### config.mk
export PLATFORM = sky130hd
export DESIGN_NAME = iter_div
export DESIGN_NICKNAME = d
export VERILOG_FILES = /design/src/rtl/iter_div.sv
export SDC_FILE = /design/constraint.sdc
export NUM_CORES = 1
export LEC_CHECK = 0
export ABC_AREA = 1
export CAP_MARGIN = 10
export CORE_MARGIN = 2
export CORE_UTILIZATION = 54
export DETAILED_ROUTE_END_ITERATION = 8
export PLACE_DENSITY = 0.78
export SYNTH_ARGS = -nofsm -noshare
export SYNTH_HDL_FRONTEND = slang
export SYNTH_SLANG_ARGS = --single-unit
### constraint.sdc
create_clock -name clk -period 3.4 [get_ports clk]
set_input_delay 1.02 -clock clk [delete_from_list [all_inputs] [get_ports clk]]
set_output_delay 1.02 -clock clk [all_outputs]
set_load 0.03 [all_outputs]
### src/rtl/iter_div.sv
// iter_div
// Iterative radix-2 restoring divider for the execute stage. Produces one
// quotient bit per clock, supports signed and unsigned operation, exits early
// for a zero divisor or a divisor larger in magnitude than the dividend, and
// packs {remainder, quotient} so it drops into the HI/LO write path.
//
// Ports
//   clk       clock
//   rst       synchronous active-high reset
//   start     divide request, accepted in IDLE when annul is low
//   signed_i  1 = signed divide, 0 = unsigned; sampled with start in IDLE
//   dividend  numerator, sampled with start in IDLE
//   divisor   denominator, sampled with start in IDLE
//   annul     pipeline flush, cancels any operation in progress
//   hold      external stall, keeps a finished result presented in DONE
//   stall_o   request to freeze F/D/E while the divide is in flight
//   done_o    result valid
//   div0_o    divisor was zero (valid while done_o = 1)
//   result_o  {remainder, quotient}
module iter_div #(
   parameter int WIDTH      = 32,
   parameter int EARLY_TERM = 1,
   parameter int CNT_W      = $clog2(WIDTH + 1)
) (
   input  logic               clk,
   input  logic               rst,
   input  logic               start,
   input  logic               signed_i,
   input  logic [WIDTH-1:0]   dividend,
   input  logic [WIDTH-1:0]   divisor,
   input  logic               annul,
   input  logic               hold,
   output logic               stall_o,
   output logic               done_o,
   output logic               div0_o,
   output logic [2*WIDTH-1:0] result_o
);

   typedef enum logic [1:0] {
      IDLE,
      BUSY,
      FIX,
      DONE
   } DivState;

   DivState            state;
   logic [CNT_W-1:0]   count;
   logic [WIDTH-1:0]   remReg;
   logic [WIDTH-1:0]   quoReg;
   logic [WIDTH-1:0]   divisorReg;
   logic [WIDTH-1:0]   dividendReg;
   logic               quoNeg;
   logic               remNeg;
   logic               earlyExit;
   logic               divZero;
   logic               doneReg;
   logic               div0Reg;
   logic [2*WIDTH-1:0] resultReg;

   logic [WIDTH-1:0]   absDividend;
   logic [WIDTH-1:0]   absDivisor;
   logic [WIDTH-1:0]   fixedQuo;
   logic [WIDTH-1:0]   fixedRem;
   logic [WIDTH:0]     shiftedRem;
   logic [WIDTH:0]     trialDiff;
   logic               divisorZero;
   logic               earlyHit;

   // Operand magnitudes for the incoming request, the restoring step datapath
   // and the sign fix-up. The trial subtract is one bit wider than the
   // operands so its MSB acts as the borrow that decides whether to restore.
   // The most negative value negates to itself, which read as unsigned is
   // exactly its magnitude, so MIN operands need no special handling.
   always_comb begin
      absDividend = (signed_i && dividend[WIDTH-1]) ? -dividend : dividend;
      absDivisor  = (signed_i && divisor[WIDTH-1])  ? -divisor  : divisor;
      divisorZero = (divisor == '0);
      earlyHit    = (EARLY_TERM != 0) && (absDivisor > absDividend);
      shiftedRem  = {remReg, quoReg[WIDTH-1]};
      trialDiff   = shiftedRem - {1'b0, divisorReg};
      fixedQuo    = quoNeg ? -quoReg : quoReg;
      fixedRem    = remNeg ? -remReg : remReg;
   end

   // Stall request is combinational so the front of the pipe freezes in the
   // same cycle the request is seen; a flush releases it immediately.
   assign stall_o  = ~annul & (((state == IDLE) & start) | (state == BUSY) | (state == FIX));
   assign done_o   = doneReg;
   assign div0_o   = div0Reg;
   assign result_o = resultReg;

   // Main controller. IDLE latches magnitudes and result signs, BUSY runs one
   // restoring step per cycle with the quotient shifting in from the bottom
   // of quoReg as the dividend bits shift out of its top, FIX applies signs
   // or the trivial-case results, and DONE presents the result until hold
   // drops. A flush beats everything but reset and leaves result_o untouched
   // so an annulled divide never disturbs the last valid HI/LO value.
   always_ff @(posedge clk) begin
      if (rst) begin
         state       <= IDLE;
         count       <= '0;
         remReg      <= '0;
         quoReg      <= '0;
         divisorReg  <= '0;
         dividendReg <= '0;
         quoNeg      <= 1'b0;
         remNeg      <= 1'b0;
         earlyExit   <= 1'b0;
         divZero     <= 1'b0;
         doneReg     <= 1'b0;
         div0Reg     <= 1'b0;
         resultReg   <= '0;
      end else if (annul) begin
         state   <= IDLE;
         doneReg <= 1'b0;
         div0Reg <= 1'b0;
      end else begin
         case (state)
            IDLE: begin
               if (start) begin
                  dividendReg <= dividend;
                  divisorReg  <= absDivisor;
                  remReg      <= '0;
                  quoReg      <= absDividend;
                  quoNeg      <= signed_i & (dividend[WIDTH-1] ^ divisor[WIDTH-1]);
                  remNeg      <= signed_i & dividend[WIDTH-1];
                  divZero     <= divisorZero;
                  earlyExit   <= earlyHit;
                  div0Reg     <= 1'b0;
                  if (divisorZero || earlyHit) begin
                     state <= FIX;
                     count <= '0;
                  end else begin
                     state <= BUSY;
                     count <= CNT_W'(WIDTH);
                  end
               end
            end
            BUSY: begin
               if (trialDiff[WIDTH]) begin
                  remReg <= shiftedRem[WIDTH-1:0];
                  quoReg <= {quoReg[WIDTH-2:0], 1'b0};
               end else begin
                  remReg <= trialDiff[WIDTH-1:0];
                  quoReg <= {quoReg[WIDTH-2:0], 1'b1};
               end
               count <= count - CNT_W'(1);
               if (count == CNT_W'(1)) begin
                  state <= FIX;
               end
            end
            FIX: begin
               if (divZero) begin
                  resultReg <= {dividendReg, {WIDTH{1'b1}}};
               end else if (earlyExit) begin
                  resultReg <= {dividendReg, {WIDTH{1'b0}}};
               end else begin
                  resultReg <= {fixedRem, fixedQuo};
               end
               div0Reg <= divZero;
               doneReg <= 1'b1;
               state   <= DONE;
            end
            DONE: begin
               if (!hold) begin
                  doneReg <= 1'b0;
                  state   <= IDLE;
               end
            end
            default: begin
               state <= IDLE;
            end
         endcase
      end
   end

endmodule
==> flow_summary.yaml, run 1 <==
clock_tree:
  numCtsBuffers: 24
  clock-root-buffer: "clkbuf_16"
  cts_buffer_depth: 3
  clock_sinks: 206
  cts_max_level: 1
  cts.clk_slew.worst_paths_ps: 60
  cts_tree: "done"
  clock_latency_ps: 540
routing:
  met3_wirelength_mm: 5.253
  dr_total_vias: 18990
  routed-wl-met2_mm: 27.90
  ant_nets: 0
  via_per_inst: 5.769
  wirelength_mm: 62.00
  wl_per_cell_um: 18.84
  drtPass1Iterations: 6
  drt-initial-drc-count: 2244
  drc_errors: 0
  top_layer_used: "met4"
  wl_met1_mm: 25.20
cells_and_area:
  syn2layout_area_growth_pct: 33.39
  fill_cells: 2298
  regArea_um2: 4124
  fin_nets: 3041
  mostFrequentLayoutCells: "568 x nand2_1, 361 x inv_1, 272 x buf_4"
  mostFrequentLayoutCell: "nand2_1"
  antenna_cells: 0
  multi_input_comb_area_um2: 10100
  layout-drive-gt1-share_pct: 18.30
  fin_area_um2: 20620
run:
  maxCapViolCount: 0
floorplanning:
  dieArea_um2: 30000
  fp.coreArea_um2: 28010
  die_width_um: 173.2
  io_pins: 137
  num_rows: 61
  chipHeight_um: 173.2
  start_util_pct: 55.20
sta:
  setup_slack_ps: 45.48
  holdWs_ps: 463.6
  slew_headroom_pct: 52.67
  fmaxAchievable_mhz: 298.1
  clock_skew_ps: 31.09
  finalSetupViolations: 0
  period_minus_slack_ps: 3355
  fin_crit_sh_pct: 98.66
  fin_setup_tns_ps: 0
  final_hold_viol_count: 0
  slew_viol_final: 0
  worst_pin_slew_ps: 704.5
run_status:
  status: "finished clean"
critical_path:
  required_ps: 3810
  arrival_ps: 3770
  crit_start: "divisor[12]"
  r2r_start: "quoReg[31]"
  crit_path_max_fanout: 3
  endpoint_kind: "register"
  crit_type: "in -> reg"
  crit_path_start_kind: "input port"
hold_path:
  hp-start: "result_o[61]"
  hold_path.class: "reg -> reg"
placement:
  pre_cts_slack_ps: -934.9
  port_buffers: 136
  postPlaceCellArea_um2: 18760
  dp_hpwl_mm: 46.34
  gp_routability_congestion: 1.026
grt:
  grt_max_degree: 90
  grt_pass1_wl_mm: 92.76
  grt_pass1_vias: 17460
  grt_usage_pct: 38.40
  grt_overflow: 0
  grt_antenna_before_repair: 0
logic_synthesis:
  synth_area_um2: 15460
  ys_warn_count: 0
  synthCells: 2546
  synth-seq-area-share_pct: 26.67
  synth_top_area_share_pct: 26.67
  synth-edff-count: 0
  syn_nets: 2691
  synth_top_area_cell: "dfxtp_1"
  syn_area_per_cell_um2: 6.073
  synth_top_flop_cell: "dfxtp_1"
  synth.distinct_cells: 44
  synthArstFlopShare_pct: 0
  synth-seq-cells: 206
  synth.area.top_cells: "dfxtp_1 27%, nand2_1 15%, inv_1 9.4%, a21oi_1 8.3%, nor2_1 6.1%"
power:
  power_leakage_nw: 10.19
  power_mw: 7.881
  peakVddDrop_mv: 0.4196
  powerDensity_nw_per_um2: 382.1
[report_power, final]
part | internal, mW | switching [mW]
combinational | 0.910 | 1.58
clock | 1.66 | 1.10
sequential | 2.54 | 0.0826
total | 5.12 | 2.76
[per-layer routing]
metal  vias to the layer above  GRT usage [%]
li1                       8940              -
met1                      8754          50.84
met2                      1055          62.38
met3                       238          4.518
met4                         0          18.36
met5                         -              0
[state kept, by name (all words and copies together), names as in the netlist]
name and cells:
remNeg 1, div0_o 1, quoNeg 1, divZero 1
quoReg 32, done_o 1, remReg 32, count 6
state 2, result_o 64, dividendReg 32, divisorReg 32
earlyExit 1
[worst paths after layout]
kind	to	depth (start not counted)	slack (ps)
setup / recovery	count[5]	22	50
hold / removal	result_o[61]	2	460
setup reg to reg	remReg[28]	17	510
hold reg to reg	result_o[61]	2	460
[kinds of logic after synthesis]
| logic type | Yosys count | synth area share (%) |
|---|---|---|
| simple gates | 1164 | 32.16 |
| compound gates | 531 | 18.21 |
| buf+inv | 491 | 12.36 |
| flops | 206 | 26.67 |
| xor+xnor | 79 | 4.475 |
| fa+ha+maj | 75 | 6.118 |
[Yosys cell counts (all sizes together) (6+ instances only)]
| cell type | instances |
|---|---|
| nor3 | 29 |
| nand3b | 11 |
| clkinv | 6 |
| nand4 | 44 |
| xnor2 | 21 |
| inv | 391 |
| and2 | 6 |
| a21oi | 259 |
| dfxtp | 206 |
| o21ai | 197 |
| nor2 | 266 |
| clkbuf | 61 |
| o22ai | 29 |
| o21a | 6 |
| o211ai | 20 |
| buf | 33 |
| ha | 74 |
| nor4 | 6 |
| xor2 | 58 |
| nand3 | 177 |
| nand2 | 617 |
[per-stage QoR]
stage          std cells  utilization, %
2_1_floorplan       2546               -
3_3_place_gp        3211           66.98
3_5_place_dp        3211           66.98
4_1_cts             3265           71.12
5_1_grt             3291           73.63
6_report            3291           73.63
[critical path, stage by stage]
cell	delay, ps
dlygate4sd2_1	270
nor2_2	130
inv_1	70
nor2_2	110
nand4_1	190
nor3_4	290
buf_6	140
nor2_2	60
xor2_2	270
inv_2	120
ha_4	280
nand2_2	40
nor2_2	120
nand4_1	110
nor2_2	110
nand2_1	50
nand2_1	70
nand2_2	70
nand2_1	60
nand2_1	50
nand2_1	70
a21oi_2	50
[layout make-up]
| cell class | instances | area share (%) |
|---|---|---|
| Clock buffer | 34 | 3.385 |
| Timing Repair Buffer | 417 | 17.37 |
| Tap cell | 378 | 2.293 |
| Timing Repair inverter | 1 | 0.02427 |
| Inverter | 397 | 7.243 |
| Multi-Input combinational cell | 1849 | 48.99 |
| Clock inverter | 9 | 0.7037 |
| Sequential cell | 206 | 20.00 |
[timing repair]
| action | 4_1_cts | 5_1_grt |
|---|---|---|
| resized for setup | 72 | 173 |
| pin swaps | 32 | 88 |
| endpoints found under the setup margin | 4 | 4 |
| gates cloned | 0 | 1 |
| hold buffers | 0 | 0 |
| buffers inserted | 11 | 25 |
Note: power is estimated with default switching activity, not from simulation.
==> run 2: changes to the inputs <==
--- a/config.mk
+++ b/config.mk
@@ -11,6 +11,7 @@
 export CORE_UTILIZATION = 54
 export DETAILED_ROUTE_END_ITERATION = 8
 export PLACE_DENSITY = 0.78
+export SLEW_MARGIN = 10
 export SYNTH_ARGS = -nofsm -noshare
 export SYNTH_HDL_FRONTEND = slang
 export SYNTH_SLANG_ARGS = --single-unit
==> results of run 2 <==
Same layout as run 1: the final DEF is identical, and so are final timing and power.
